$ cat src/rtl/add_seq_if.sv
// add_seq_if: handshake bundle between the add sequencer, its operand sources,
// the add datapath and the compress stage.
interface add_seq_if #(
    parameter int CNT_W = 5
);
    logic             start;
    logic             abort;
    logic             busy;
    logic [4:0]       ops_valid;
    logic             ops_hold;
    logic             add_rst;
    logic             add_enable;
    logic             add_valid;
    logic [2:0]       add_state;
    logic             out_valid;
    logic             out_ready;
    logic             err_timeout;
    logic             err_state;
    logic [CNT_W-1:0] run_cycles;

    modport master (
        input  start, abort, ops_valid, add_valid, add_state, out_ready,
        output busy, ops_hold, add_rst, add_enable, out_valid, err_timeout, err_state, run_cycles
    );

    modport slave (
        output start, abort, ops_valid, add_valid, add_state, out_ready,
        input  busy, ops_hold, add_rst, add_enable, out_valid, err_timeout, err_state, run_cycles
    );
endinterface

$ cat src/rtl/add_seq_ctrl.sv
// add_seq_ctrl: sequencer for the u/v add datapath with RUN watchdog and abort path.
// Optional ADD_SEQ_CTRL_STATE_CHECK_EN: validate datapath add_state when add_valid is seen.
module add_seq_ctrl #(
    parameter int TIMEOUT_CYCLES = 16,
    parameter int CNT_W          = $clog2(TIMEOUT_CYCLES + 1)
) (
    input logic       clk,
    input logic       rst_n,
    add_seq_if.master bus
);
    typedef enum logic [2:0] {IDLE, WAIT_OPS, CLEAR, RUN, DONE, ERR, ABORT} state_t;

    state_t           state, state_d;
    logic [CNT_W-1:0] cnt, cnt_d, run_d;
    logic             tmo_d, st_d;
    logic             bad_valid, lost_valid;

`ifdef ADD_SEQ_CTRL_STATE_CHECK_EN
    assign bad_valid  = bus.add_state != 3'b111;
    assign lost_valid = !bus.add_valid;
`else
    assign bad_valid  = 1'b0;
    assign lost_valid = 1'b0;
`endif

    always_comb begin
        state_d = state;
        cnt_d   = cnt;
        run_d   = bus.run_cycles;
        tmo_d   = bus.err_timeout;
        st_d    = bus.err_state;
        case (state)
            IDLE:     state_d = bus.start ? WAIT_OPS : IDLE;
            WAIT_OPS: state_d = &bus.ops_valid ? CLEAR : WAIT_OPS;
            CLEAR: begin
                cnt_d   = '0;
                state_d = RUN;
            end
            RUN: begin
                cnt_d = cnt + 1'b1;
                if (bus.add_valid && bad_valid) begin
                    state_d = ERR;
                    st_d    = 1'b1;
                end else if (bus.add_valid) begin
                    state_d = DONE;
                    run_d   = cnt + 1'b1;
                end else if (cnt == CNT_W'(TIMEOUT_CYCLES - 1)) begin
                    state_d = ERR;
                    tmo_d   = 1'b1;
                end
            end
            DONE: begin
                if (lost_valid) begin
                    state_d = ERR;
                    st_d    = 1'b1;
                end else if (bus.out_ready) begin
                    state_d = IDLE;
                end
            end
            ERR:     state_d = bus.abort ? ABORT : ERR;
            ABORT:   state_d = IDLE;
            default: state_d = IDLE;
        endcase
        // abort overrides every transition, and a result seen in the same cycle is discarded
        if (bus.abort && state inside {WAIT_OPS, CLEAR, RUN, DONE}) begin
            state_d = ABORT;
            run_d   = bus.run_cycles;
        end
        if (state_d == ABORT) begin
            tmo_d = 1'b0;
            st_d  = 1'b0;
        end
    end

    always_ff @(posedge clk or negedge rst_n) begin
        if (!rst_n) begin
            state           <= IDLE;
            cnt             <= '0;
            bus.busy        <= 1'b0;
            bus.ops_hold    <= 1'b0;
            bus.add_rst     <= 1'b0;
            bus.add_enable  <= 1'b0;
            bus.out_valid   <= 1'b0;
            bus.err_timeout <= 1'b0;
            bus.err_state   <= 1'b0;
            bus.run_cycles  <= '0;
        end else begin
            state           <= state_d;
            cnt             <= cnt_d;
            bus.busy        <= state_d != IDLE;
            bus.ops_hold    <= state_d inside {CLEAR, RUN};
            bus.add_rst     <= state_d inside {CLEAR, ERR, ABORT};
            bus.add_enable  <= state_d == RUN;
            bus.out_valid   <= state_d == DONE;
            bus.err_timeout <= tmo_d;
            bus.err_state   <= st_d;
            bus.run_cycles  <= run_d;
        end
    end
endmodule

$ cat src/flat_wrapper.sv
// flat-port wrapper written by rule: the top's interface ports become plain ports
module add_seq_ctrl_flat 
#(
    parameter int TIMEOUT_CYCLES = 16,
    parameter int CNT_W          = $clog2(TIMEOUT_CYCLES + 1)
)
  (clk, rst_n, bus_start, bus_abort, bus_ops_valid, bus_add_valid, bus_add_state, bus_out_ready, bus_busy, bus_ops_hold, bus_add_rst, bus_add_enable, bus_out_valid, bus_err_timeout, bus_err_state, bus_run_cycles);
  add_seq_if #(.CNT_W(CNT_W)) bus_i ();
  input logic clk;
  input logic rst_n;
  input wire logic [$bits(bus_i.start)-1:0] bus_start;
  input wire logic [$bits(bus_i.abort)-1:0] bus_abort;
  input wire logic [$bits(bus_i.ops_valid)-1:0] bus_ops_valid;
  input wire logic [$bits(bus_i.add_valid)-1:0] bus_add_valid;
  input wire logic [$bits(bus_i.add_state)-1:0] bus_add_state;
  input wire logic [$bits(bus_i.out_ready)-1:0] bus_out_ready;
  output wire logic [$bits(bus_i.busy)-1:0] bus_busy;
  output wire logic [$bits(bus_i.ops_hold)-1:0] bus_ops_hold;
  output wire logic [$bits(bus_i.add_rst)-1:0] bus_add_rst;
  output wire logic [$bits(bus_i.add_enable)-1:0] bus_add_enable;
  output wire logic [$bits(bus_i.out_valid)-1:0] bus_out_valid;
  output wire logic [$bits(bus_i.err_timeout)-1:0] bus_err_timeout;
  output wire logic [$bits(bus_i.err_state)-1:0] bus_err_state;
  output wire logic [$bits(bus_i.run_cycles)-1:0] bus_run_cycles;
  assign bus_i.start = bus_start;
  assign bus_i.abort = bus_abort;
  assign bus_i.ops_valid = bus_ops_valid;
  assign bus_i.add_valid = bus_add_valid;
  assign bus_i.add_state = bus_add_state;
  assign bus_i.out_ready = bus_out_ready;
  assign bus_busy = bus_i.busy;
  assign bus_ops_hold = bus_i.ops_hold;
  assign bus_add_rst = bus_i.add_rst;
  assign bus_add_enable = bus_i.add_enable;
  assign bus_out_valid = bus_i.out_valid;
  assign bus_err_timeout = bus_i.err_timeout;
  assign bus_err_state = bus_i.err_state;
  assign bus_run_cycles = bus_i.run_cycles;
  add_seq_ctrl #(.TIMEOUT_CYCLES(TIMEOUT_CYCLES), .CNT_W(CNT_W)) u_core (.clk(clk), .rst_n(rst_n), .bus(bus_i));
endmodule
$ cat config.mk
export PLATFORM = sky130hd
export DESIGN_NAME = add_seq_ctrl_flat
export DESIGN_NICKNAME = d
export VERILOG_FILES = /design/src/rtl/add_seq_if.sv /design/src/rtl/add_seq_ctrl.sv /design/src/flat_wrapper.sv
export SDC_FILE = /design/constraint.sdc
export NUM_CORES = 1
export LEC_CHECK = 0
export ABC_AREA = 1
export BUFFER_PORTS_ARGS = -buffer_cell sky130_fd_sc_hd__buf_2
export CAP_MARGIN = 40
export CORE_MARGIN = 2
export CORE_UTILIZATION = 49
export CTS_CLUSTER_SIZE = 14
export DETAILED_ROUTE_END_ITERATION = 7
export GPL_TIMING_DRIVEN = 0
export PLACE_DENSITY = 0.74
export SLEW_MARGIN = 0
export SYNTH_ARGS = -nofsm -noshare
export SYNTH_HDL_FRONTEND = slang
export SYNTH_SLANG_ARGS = --single-unit
$ cat constraint.sdc
create_clock -name clk -period 2 [get_ports clk]
set_input_delay 0.3 -clock clk [delete_from_list [all_inputs] [get_ports clk]]
set_output_delay 0.3 -clock clk [all_outputs]
set_load 0.1 [all_outputs]
==> metrics.txt, run 1 <==
Max stage delay cell, worst path dfrtp_1; vias per cell between 4 and 5; RSZ-0062 raised after global routing no; Final nets 148; startpoint type of the worst setup path register; max-cap violations 0; Core Footprint approximately 1700 µm²; TritonCTS Buffers 3; hold slack about 0.35 ns; clk buf depth 2; clk_lat worst skew 0.29 ns; Synth cell types 23; die height 47.0 µm; CP Max Fanout 5; critical path cell sequence ha_1, nand2_1, nor2_1, ha_1, inv_1, nand3_1, nor2_1, nor2_1, nand3_2, inv_2, o21ai_1; total power about 1.7 mW; RR Startpoint u_core.cnt[0]; initial core utilization 52.5%; synth warn 0; DRC Markers 0; fin crit share 83.7%; Syn Inst Count ~110; #FFs+latches synth 19; Synth area leaders dfrtp_1, nand2_1, o21ai_0; Post-synth ARST share 100%; Critical Path Source u_core.cnt[0]; # diodes 0; CTS Sinks 19; worst reg2reg path depth 11; minimum clock period roughly 1.7 ns; final setup violation count 0; Vias approximately 760; fraction of layout cells with a size suffix above 1 a little under 30%; slowest stage delay, CP slightly above 0.4 ns; Synth area leader dfrtp_1; sequential share of the synthesized area between 50 and 60%; final hold vios 0; top cell type's share of synthesized area a little over half; CP top delay family simple AND/OR/NAND/NOR gates; Setup TNS Final 0 ns; buffers and inverters on the worst path 2; drt total wl roughly 1600 µm; Post-synth EDFFs 0; fin. max-slew vios 0; worst vdd ir between 1 and 1.5 mV; first-pass GRT wire length 2790 µm; CP Data Arrival Time 1.86 ns; initial antenna violation count 0; Clock Skew ~0.0012 ns; Gates resized, CTS repair 0; critical path class reg2reg; number of global-route vias before repair 642; Syn-to-layout area delta 19.2%; commonest non-fill, non-tap cell in the layout buf_2; DRT Pass-1 Iters 4; Max Freq 0.597 GHz; WP depth 11; CTS tree done; Pwr Density 1600 nW/µm²; # rows 15; Final HPWL DP between 1000 and 1500 µm; status finished clean; Root Buffer Master clkbuf_4; Critical Path Sink Type register; commonest non-fill, non-tap cells in the layout buf_2, nand2_1, dfrtp_1, inv_1, nor2_1; Leakage approximately 0.58 nW; ys flop type dfrtp_1; WHS Path Cells 3; Top cell by count, worst path nor2_1; pin count of the biggest net entering global routing 20; final antenna-violating net count 0; H-tree depth 1; CP required around 2.2 ns; clk slew on worst S/H paths 0.10 ns; routability cong. approximately 0.84; Syn Area/Cell ~8.6 µm²; total global-route track usage 17.8%; wire per inst 10.3 µm; Die X between 40 and 50 µm; grt total ovfl 0; Die ar. approximately 2200 µm²; hold crit path type in2reg; Port Buffer Count 21; Iteration-0 DRC Markers 14; syn nets about 120; hold_sp bus_ops_valid[4]; Synth Cell Area around 910 µm²; Top-Level Pins 26
[state kept, by name (all words and copies together), names as in the netlist]
signal	count
u_core.bus.add_enable	1
u_core.bus.add_rst	1
u_core.bus.busy	1
u_core.bus.err_timeout	1
u_core.bus.ops_hold	1
u_core.bus.out_valid	1
u_core.bus.run_cycles	5
u_core.cnt	5
u_core.state	3
[per-stage QoR]
stage	setup WS, ns	area, µm²	utilization [%]	instances
after floorplan	0.512	907	-	105
after global placement	0.354	1040	60.4	151
after detailed placement	0.336	1040	60.4	151
after CTS	0.299	1080	62.6	156
after global routing	0.119	1080	62.6	156
final	0.326	1080	62.6	156
[cell families after synthesis]
kind of cell             Yosys count  share of synthesized area (%)
AND/OR/NAND/NOR                   47                           24.8
flip-flops                        19                           52.4
buffers and inverters             18                           7.86
AO/OA/AOI/OAI                     16                           9.79
XOR/XNOR                           2                           1.93
adder cells (fa/ha/maj)            2                           2.76
other                              1                          0.413
[path summary, 6_finish.rpt]
path,slack [ns],end
worst max register to register,0.33,u_core.bus.add_rst
min in group asynchronous,0.45,u_core.cnt[4]
worst min-delay path,0.35,u_core.state[1]
worst max-delay path,0.33,u_core.bus.add_rst
worst min register to register,0.48,u_core.bus.run_cycles[2]
max in group asynchronous,1.26,u_core.state[0]
[cells in the mapped netlist (all sizes together) (2+ instances only)]
| master | count |
|---|---|
| o21ai | 11 |
| nor3 | 2 |
| nand2 | 21 |
| ha | 2 |
| inv | 17 |
| nand3 | 11 |
| o22ai | 2 |
| dfrtp | 19 |
| nor2 | 12 |
[worst reg2reg max path, cell delays in order (launching register included)]
cell and delay, ns:
dfrtp_1 0.41, ha_1 0.21, nand2_1 0.07, nor2_1 0.09, ha_1 0.20, inv_1 0.05
nand3_1 0.06, nor2_1 0.04, nor2_1 0.13, nand3_2 0.13, inv_2 0.10, o21ai_1 0.08
[area by class of cell]
| class | count | area (µm²) |
|---|---|---|
| Multi-Input combinational cell | 68 | 360 |
| Timing Repair Buffer | 22 | 115 |
| Inverter | 17 | 63.8 |
| Sequential cell | 19 | 475 |
| Fill cell | 172 | 646 |
| Clock inverter | 1 | 5.00 |
| Buffer | 1 | 7.51 |
| Tap cell | 25 | 31.3 |
| Clock buffer | 3 | 22.5 |
[power by group]
part	switching, mW	leakage, nW	internal, mW
registers	0.0833	0.249	0.489
clock network	0.110	0.0177	0.0744
logic	0.784	0.309	0.194
total	0.978	0.576	0.757
[metal layers]
metal,wire length [µm],GRT usage (%),share of wire [%],vias to the layer above
met4,4,3.33,0.25,0
met2,789,26.8,49,15
li1,-,-,-,389
met3,73,5.77,4.5,2
met1,742,25.4,46,350
met5,0,0,0,-
[timing repair]
action	4_1_cts	5_1_grt
hold buffers	1	0
buffers inserted	0	0
endpoints found under the hold margin	19	0
(Power assumes the default switching activity.)
==> run 2: changes to the inputs <==
==> constraint.sdc (replaced) <==
create_clock -name clk -period 1.7 [get_ports clk]
set_input_delay 0.255 -clock clk [delete_from_list [all_inputs] [get_ports clk]]
set_output_delay 0.255 -clock clk [all_outputs]
set_load 0.1 [all_outputs]
==> metrics.txt, run 2 (synthesis gave the netlist of run 1 again) <==
Clock power frac 10.3% (-0.4 points); biggest regs u_core.bus.run_cycles (5), u_core.cnt (5), u_core.state (3); fin crit share 94.7% (+11 points); initial core utilization 52.5% (unchanged); vias per cell 4.81 (-0.85%); TritonCTS Buffers 3 (unchanged); Reg power frac 31.9% (-1.1 points); Leakage 0.592 nW (+2.9%); startpoint type of the worst setup path register; number of global-route vias before repair 642 (unchanged); pin count of the biggest net entering global routing 20 (unchanged); Final HPWL DP 1240 µm (unchanged); CP top delay family flip-flops; critical path cell sequence ha_2, nand2_1, nor2_1, ha_2, buf_4, o21ai_2, nand3_2, inv_2, nand3_2; CTS tree done; Clock Skew 0.00121 ns (+0.0000487 ns); Global Route met1 Usage 25.4% (unchanged); DRT Pass-1 Iters 4 (unchanged); CTS Sinks 19 (unchanged); clk buf depth 2 (unchanged); pre-CTS setup slack 0.0362 ns (-0.300 ns); placed cell areas 1040 µm² (unchanged); met3 GRT Util 5.77% (unchanged); die height 47.0 µm (unchanged); final setup violation count 0 (unchanged); total global-route track usage 17.8% (unchanged); Core Footprint 1730 µm² (unchanged); CP required 1.89 ns (-0.30 ns); buffers and inverters on the worst path 2 (unchanged); max-cap violations 0 (unchanged); Final Core Density 65.4% (+2.8 points); Final nets 151 (+2.0%); Post-Layout Cell Count 159 (+1.9%); GR peak layer met2; fin. max-slew vios 0 (unchanged); post-route setup slack 0.0898 ns (-0.236 ns); placed cell count 151 (unchanged); Die X 47.0 µm (unchanged); Top-Level Pins 26 (unchanged); final hold vios 0 (unchanged); final antenna-violating net count 0 (unchanged); first-pass GRT wire length 2790 µm (unchanged); Power Internal 0.922 mW (+22%); Sw Share 56.3% (-0.12 points); Vias 764 (+1.1%); status finished clean; hold crit path type in2reg; Pwr Density 1870 nW/µm² (+16%); drt total wl 1680 µm (+4.6%); Root Buffer Master clkbuf_4; clk_lat worst skew 0.29 ns (about the same); Max stage delay cell, worst path dfrtp_1; commonest non-fill, non-tap cells in the layout buf_2, nand2_1, dfrtp_1, inv_1, nor2_1; register area 475 µm² (unchanged); Combinational Power Share 57.8% (+1.4 points); slowest stage delay, CP 0.41 ns (about the same); routability cong. 0.835 (unchanged); Max Freq 0.621 GHz (+4.0%); clk slew on worst S/H paths 0.10 ns (about the same); CP Max Fanout 4 (-1); # rows 15 (unchanged); commonest non-fill, non-tap cell in the layout buf_2; critical path class reg2reg; Die ar. 2210 µm² (unchanged); Iteration-0 DRC Markers 16 (+2); initial antenna violation count 0 (unchanged); # diodes 0 (unchanged); Critical Path Sink Type register; filler cell count 166 (-3.5%); grt total ovfl 0 (unchanged); H-tree depth 1 (unchanged); worst vdd ir 1.41 mV (+25%); Port Buffer Count 21 (unchanged); Final Instance Area 1130 µm² (+4.4%); CP Data Arrival Time 1.80 ns (-0.06 ns); RSZ-0062 raised after global routing yes; sw power 1.19 mW (+21%); hold slack 0.293 ns (-0.0532 ns); minimum clock period 1.61 ns (-0.0642 ns); met2 Usage GRT 26.8% (unchanged); fraction of layout cells with a size suffix above 1 38.1% (+8.3 points); DRC Markers 0 (unchanged); Syn-to-layout area delta 24.4%; wire per inst 10.6 µm (+2.6%); multi-input combinational cell area 385 µm² (+6.9%)
==> run 2: cell count changes in the layout (fill, tap and decap cells not counted), sizes merged <==
| cell | previous run | this run |
|---|---|---|
| buf | 22 | 25 |
==> run 2: tightest hold or removal path: cells and delay by family <==
kind	cells	cell delay, ns
buffers and inverters	1	0.09
and+or+nand+nor	2	0.19
==> run 2: metrics by stage <==
| step | setup TNS (ns) | total power [mW] |
|---|---|---|
| final | 0 | 2.11 |
| after global routing | -0.202 | 2.27 |
| after CTS | 0 | 2.08 |
| after detailed placement | 0 | 1.84 |
| after global placement | 0 | 1.81 |
| after floorplan | 0 | 1.63 |
==> run 2: area by class of cell <==
cell class,instances,share of cell area (%)
clock buffers,3,2.00
repair buffers,25,12.2
plain buffers,1,0.665
flip-flops and latches,19,42.1
inverters,17,5.65
clock inverters,1,0.443
multi-input cells,68,34.1
well taps,25,2.77
==> run 2: metal layers <==
layer / wire length (µm) / part of all wire [%]
met5: 0 / 0
met1: 768 / 46
met4: 4 / 0.24
met3: 63 / 3.7
met2: 847 / 50
==> run 2: final timing paths <==
path                                          start                       end  cells after the start  slack [ns]
setup / recovery                      u_core.cnt[1]           u_core.bus.busy                      9        0.09
hold / removal                     bus_ops_valid[4]           u_core.state[1]                      3        0.29
setup reg to reg                      u_core.cnt[1]           u_core.bus.busy                      9        0.09
hold reg to reg            u_core.bus.run_cycles[2]  u_core.bus.run_cycles[2]                      2        0.49
max in group asynchronous                     rst_n           u_core.state[0]                      2        1.01
min in group asynchronous                     rst_n             u_core.cnt[4]                      2        0.41
==> run 2: power groups by stage <==
stage	clock, mW	combinational (mW)	sequential, mW
after floorplan	0	0.448	1.18
after global placement	0	1.14	0.673
after detailed placement	0	1.16	0.678
after CTS	0.231	1.18	0.666
after global routing	0.251	1.33	0.687
final	0.218	1.22	0.672
==> run 2: timing repair <==
action,in CTS,in global routing
pin swaps,0,4
buffers inserted,1,2
hold endpoints to repair,19,0
hold buffers,1,0
endpoints found under the setup margin,1,6
resized for setup,0,9
==> run 3: changes to the inputs <==
--- a/config.mk
+++ b/config.mk
@@ -5,15 +5,14 @@
 export SDC_FILE = /design/constraint.sdc
 export NUM_CORES = 1
 export LEC_CHECK = 0
-export ABC_AREA = 1
 export BUFFER_PORTS_ARGS = -buffer_cell sky130_fd_sc_hd__buf_2
 export CAP_MARGIN = 40
 export CORE_MARGIN = 2
-export CORE_UTILIZATION = 49
+export CORE_UTILIZATION = 51
 export CTS_CLUSTER_SIZE = 14
 export DETAILED_ROUTE_END_ITERATION = 7
 export GPL_TIMING_DRIVEN = 0
-export PLACE_DENSITY = 0.74
+export PLACE_DENSITY = 0.75
 export SLEW_MARGIN = 0
 export SYNTH_ARGS = -nofsm -noshare
 export SYNTH_HDL_FRONTEND = slang
==> metrics.txt, run 3 <==
total power 2.70 mW (+28%); Syn Inst Count 95 (-9.5%); sequential share of the synthesized area 45.6% (-6.8 points); register area 475 µm² (unchanged); initial antenna violation count 0 (unchanged); ys flop type dfrtp_1; Core Footprint 1940 µm² (+12%); Post-Layout Cell Count 152 (-4.4%); most frequent cells after synthesis dfrtp_1, nand2_1, o21ai_0, nor2_1; Synth Cell Area 1040 µm² (+15%); placed cell areas 1180 µm² (+13%); fin crit share 96.8% (+2.1 points); Final nets 142 (-6.0%); DRT Pass-1 Iters 4 (unchanged); clk_lat worst skew 0.30 ns (about the same); Top Metal Used met4; Post-synth ARST share 100% (unchanged); Root Buffer Master clkbuf_4; Die ar. 2420 µm² (+9.5%); Port Buffer Count 21 (unchanged); critical path class reg2reg; RR Startpoint u_core.cnt[1]; clk slew on worst S/H paths 0.11 ns (about the same); Max stage delay cell, worst path dfrtp_1; syn nets 111 (-8.3%); commonest non-fill, non-tap cell in the layout buf_2; worst r2r dst u_core.bus.out_valid; Die X 49.2 µm (+4.6%); DR WL met3 72 µm (+14%); total global-route track usage 18.3% (+0.49 points); post-route setup slack 0.0546 ns (-0.0352 ns); Syn-to-layout area delta 24.9%; vias per cell 5.22 (+8.7%); status finished clean; synth warn 0 (unchanged); slowest stage delay, CP 0.42 ns (about the same); multi-input combinational cell area 542 µm² (+41%); Pwr Density 2070 nW/µm² (+11%); number of global-route vias before repair 740 (+15%); CTS Sinks 19 (unchanged); placed cell count 143 (-5.3%); fin. max-slew vios 0 (unchanged); filler cell count 167 (+0.60%); most frequent cell after synthesis dfrtp_1; M1 WL 904 µm (+18%); wire per inst 13.1 µm (+24%); final setup violation count 0 (unchanged); Final HPWL DP 1350 µm (+8.5%); drt total wl 2000 µm (+19%); # diodes 0 (unchanged); Clock Skew 0.00584 ns (+0.00463 ns); DRC Markers 0 (unchanged); routability cong. 0.770 (-7.8%); hold crit path type in2reg; CP required 1.89 ns (about the same); pin count of the biggest net entering global routing 20 (unchanged); capture point of the critical path u_core.bus.out_valid; minimum clock period 1.65 ns (+0.0352 ns); Post-synth EDFFs 0 (unchanged); Critical Path Source u_core.cnt[1]; # rows 16 (+1); biggest regs u_core.bus.run_cycles (5), u_core.cnt (5), u_core.state (3); Setup TNS Final 0 ns (unchanged); CTS tree done; Final Instance Area 1300 µm² (+15%); #FFs+latches synth 19 (unchanged); critical path cell sequence ha_2, and3_4, ha_4, o21a_2, nand3_2, nand3_4, inv_4, nor3_2; worst vdd ir 1.14 mV (-19%); max-cap violations 0 (unchanged); metal2 WL 991 µm (+17%); fraction of layout cells with a size suffix above 1 44.0% (+5.9 points); clk buf depth 2 (unchanged); CP Data Arrival Time 1.84 ns (+0.04 ns); Max Freq 0.608 GHz (-2.1%); grt total ovfl 0 (unchanged); CP Max Fanout 4 (unchanged); Synth cell types 36 (+57%); final hold vios 0 (unchanged); Leakage 0.620 nW (+4.7%); Vias 794 (+3.9%); FF-to-FF setup slack 0.05 ns (-0.04 ns); Syn Area/Cell 11.0 µm² (+27%); die height 49.2 µm (+4.6%); Iteration-0 DRC Markers 5 (-11); first-pass GRT wire length 3410 µm (+22%); commonest non-fill, non-tap cells in the layout buf_2, dfrtp_1, nand2_1, o21ai_0; worst reg2reg path depth 8 (-1); final antenna-violating net count 0 (unchanged); Critical Path Sink Type register; initial core utilization 53.7% (+1.1 points); top cell type's share of synthesized area 45.6% (-6.8 points); Synth area leaders dfrtp_1, nand2_1, nand3b_4; H-tree depth 1 (unchanged); Top-Level Pins 26 (unchanged); startpoint type of the worst setup path register; Synth area leader dfrtp_1; TritonCTS Buffers 3 (unchanged); pre-CTS setup slack -0.129 ns (-0.166 ns)
[run 3: logic make-up after synthesis]
group                      share of synthesized area, %
AOI/OAI and AO/OA                                  17.9
xor gates and xnor gates                           1.68
adders and majority gates                          2.40
buffers and inverters                              7.32
DFF                                                45.6
muxes                                             0.960
other                                             0.360
and+or+nand+nor                                    23.8
[run 3: timing repair]
action                     4_1_cts  5_1_grt
buffers inserted                 2        2
hold buffers                     1        0
pin swaps                        0        2
setup endpoints to repair        8        6
resized for setup                3        7
hold endpoints to repair        19        0
[run 3: layer usage]
| layer | global-route usage, % | up-vias |
|---|---|---|
| li1 | - | 387 |
| met1 | 25.4 | 382 |
| met2 | 29.1 | 21 |
| met3 | 2.15 | 4 |
| met4 | 7.14 | 0 |
| met5 | 0 | - |
[run 3: worst min-delay path by stage]
stage	slack (ns)	cells past startpoint	end	start
final	0.32	4	u_core.bus.run_cycles[1]	bus_abort
after global routing	0.34	3	u_core.bus.run_cycles[4]	bus_add_valid
after CTS	0.31	4	u_core.bus.run_cycles[1]	bus_abort
after detailed placement	0.22	1	u_core.bus.out_valid	rst_n
after global placement	0.21	1	u_core.bus.busy	rst_n
after floorplan	-0.04	0	u_core.bus.add_enable	rst_n
[run 3: final cells by class]
cell class | count | share of cell area (%)
Buffer | 5 | 4.71
Clock buffer | 4 | 2.02
Inverter | 4 | 1.35
Multi-Input combinational cell | 67 | 41.6
Sequential cell | 19 | 36.5
Tap cell | 27 | 2.60
Timing Repair Buffer | 26 | 11.2
[run 3: report_power, final]
group	switching [mW]	leakage, nW	internal (mW)	total, mW
Combinational	1.29	0.357	0.516	1.80
Clock	0.140	0.0150	0.0913	0.232
Sequential	0.0662	0.248	0.600	0.667
Total	1.49	0.620	1.21	2.70
[run 3: stage by stage]
stage	util [%]	hold WS [ns]
3_5_place_dp	60.8	0.217
6_report	67.0	0.316
2_1_floorplan	-	-0.0406
4_1_cts	63.9	0.314
3_3_place_gp	60.8	0.208
5_1_grt	67.0	0.343
[run 3: worst max-delay path, delay by kind of cell, from the launching register on]
kind                       cells  cell delay [ns]
adders and majority gates      2             0.38
and+or+nand+nor                4             0.41
DFF                            1             0.42
AOI/OAI and AO/OA              1             0.23
buffers and inverters          1             0.10
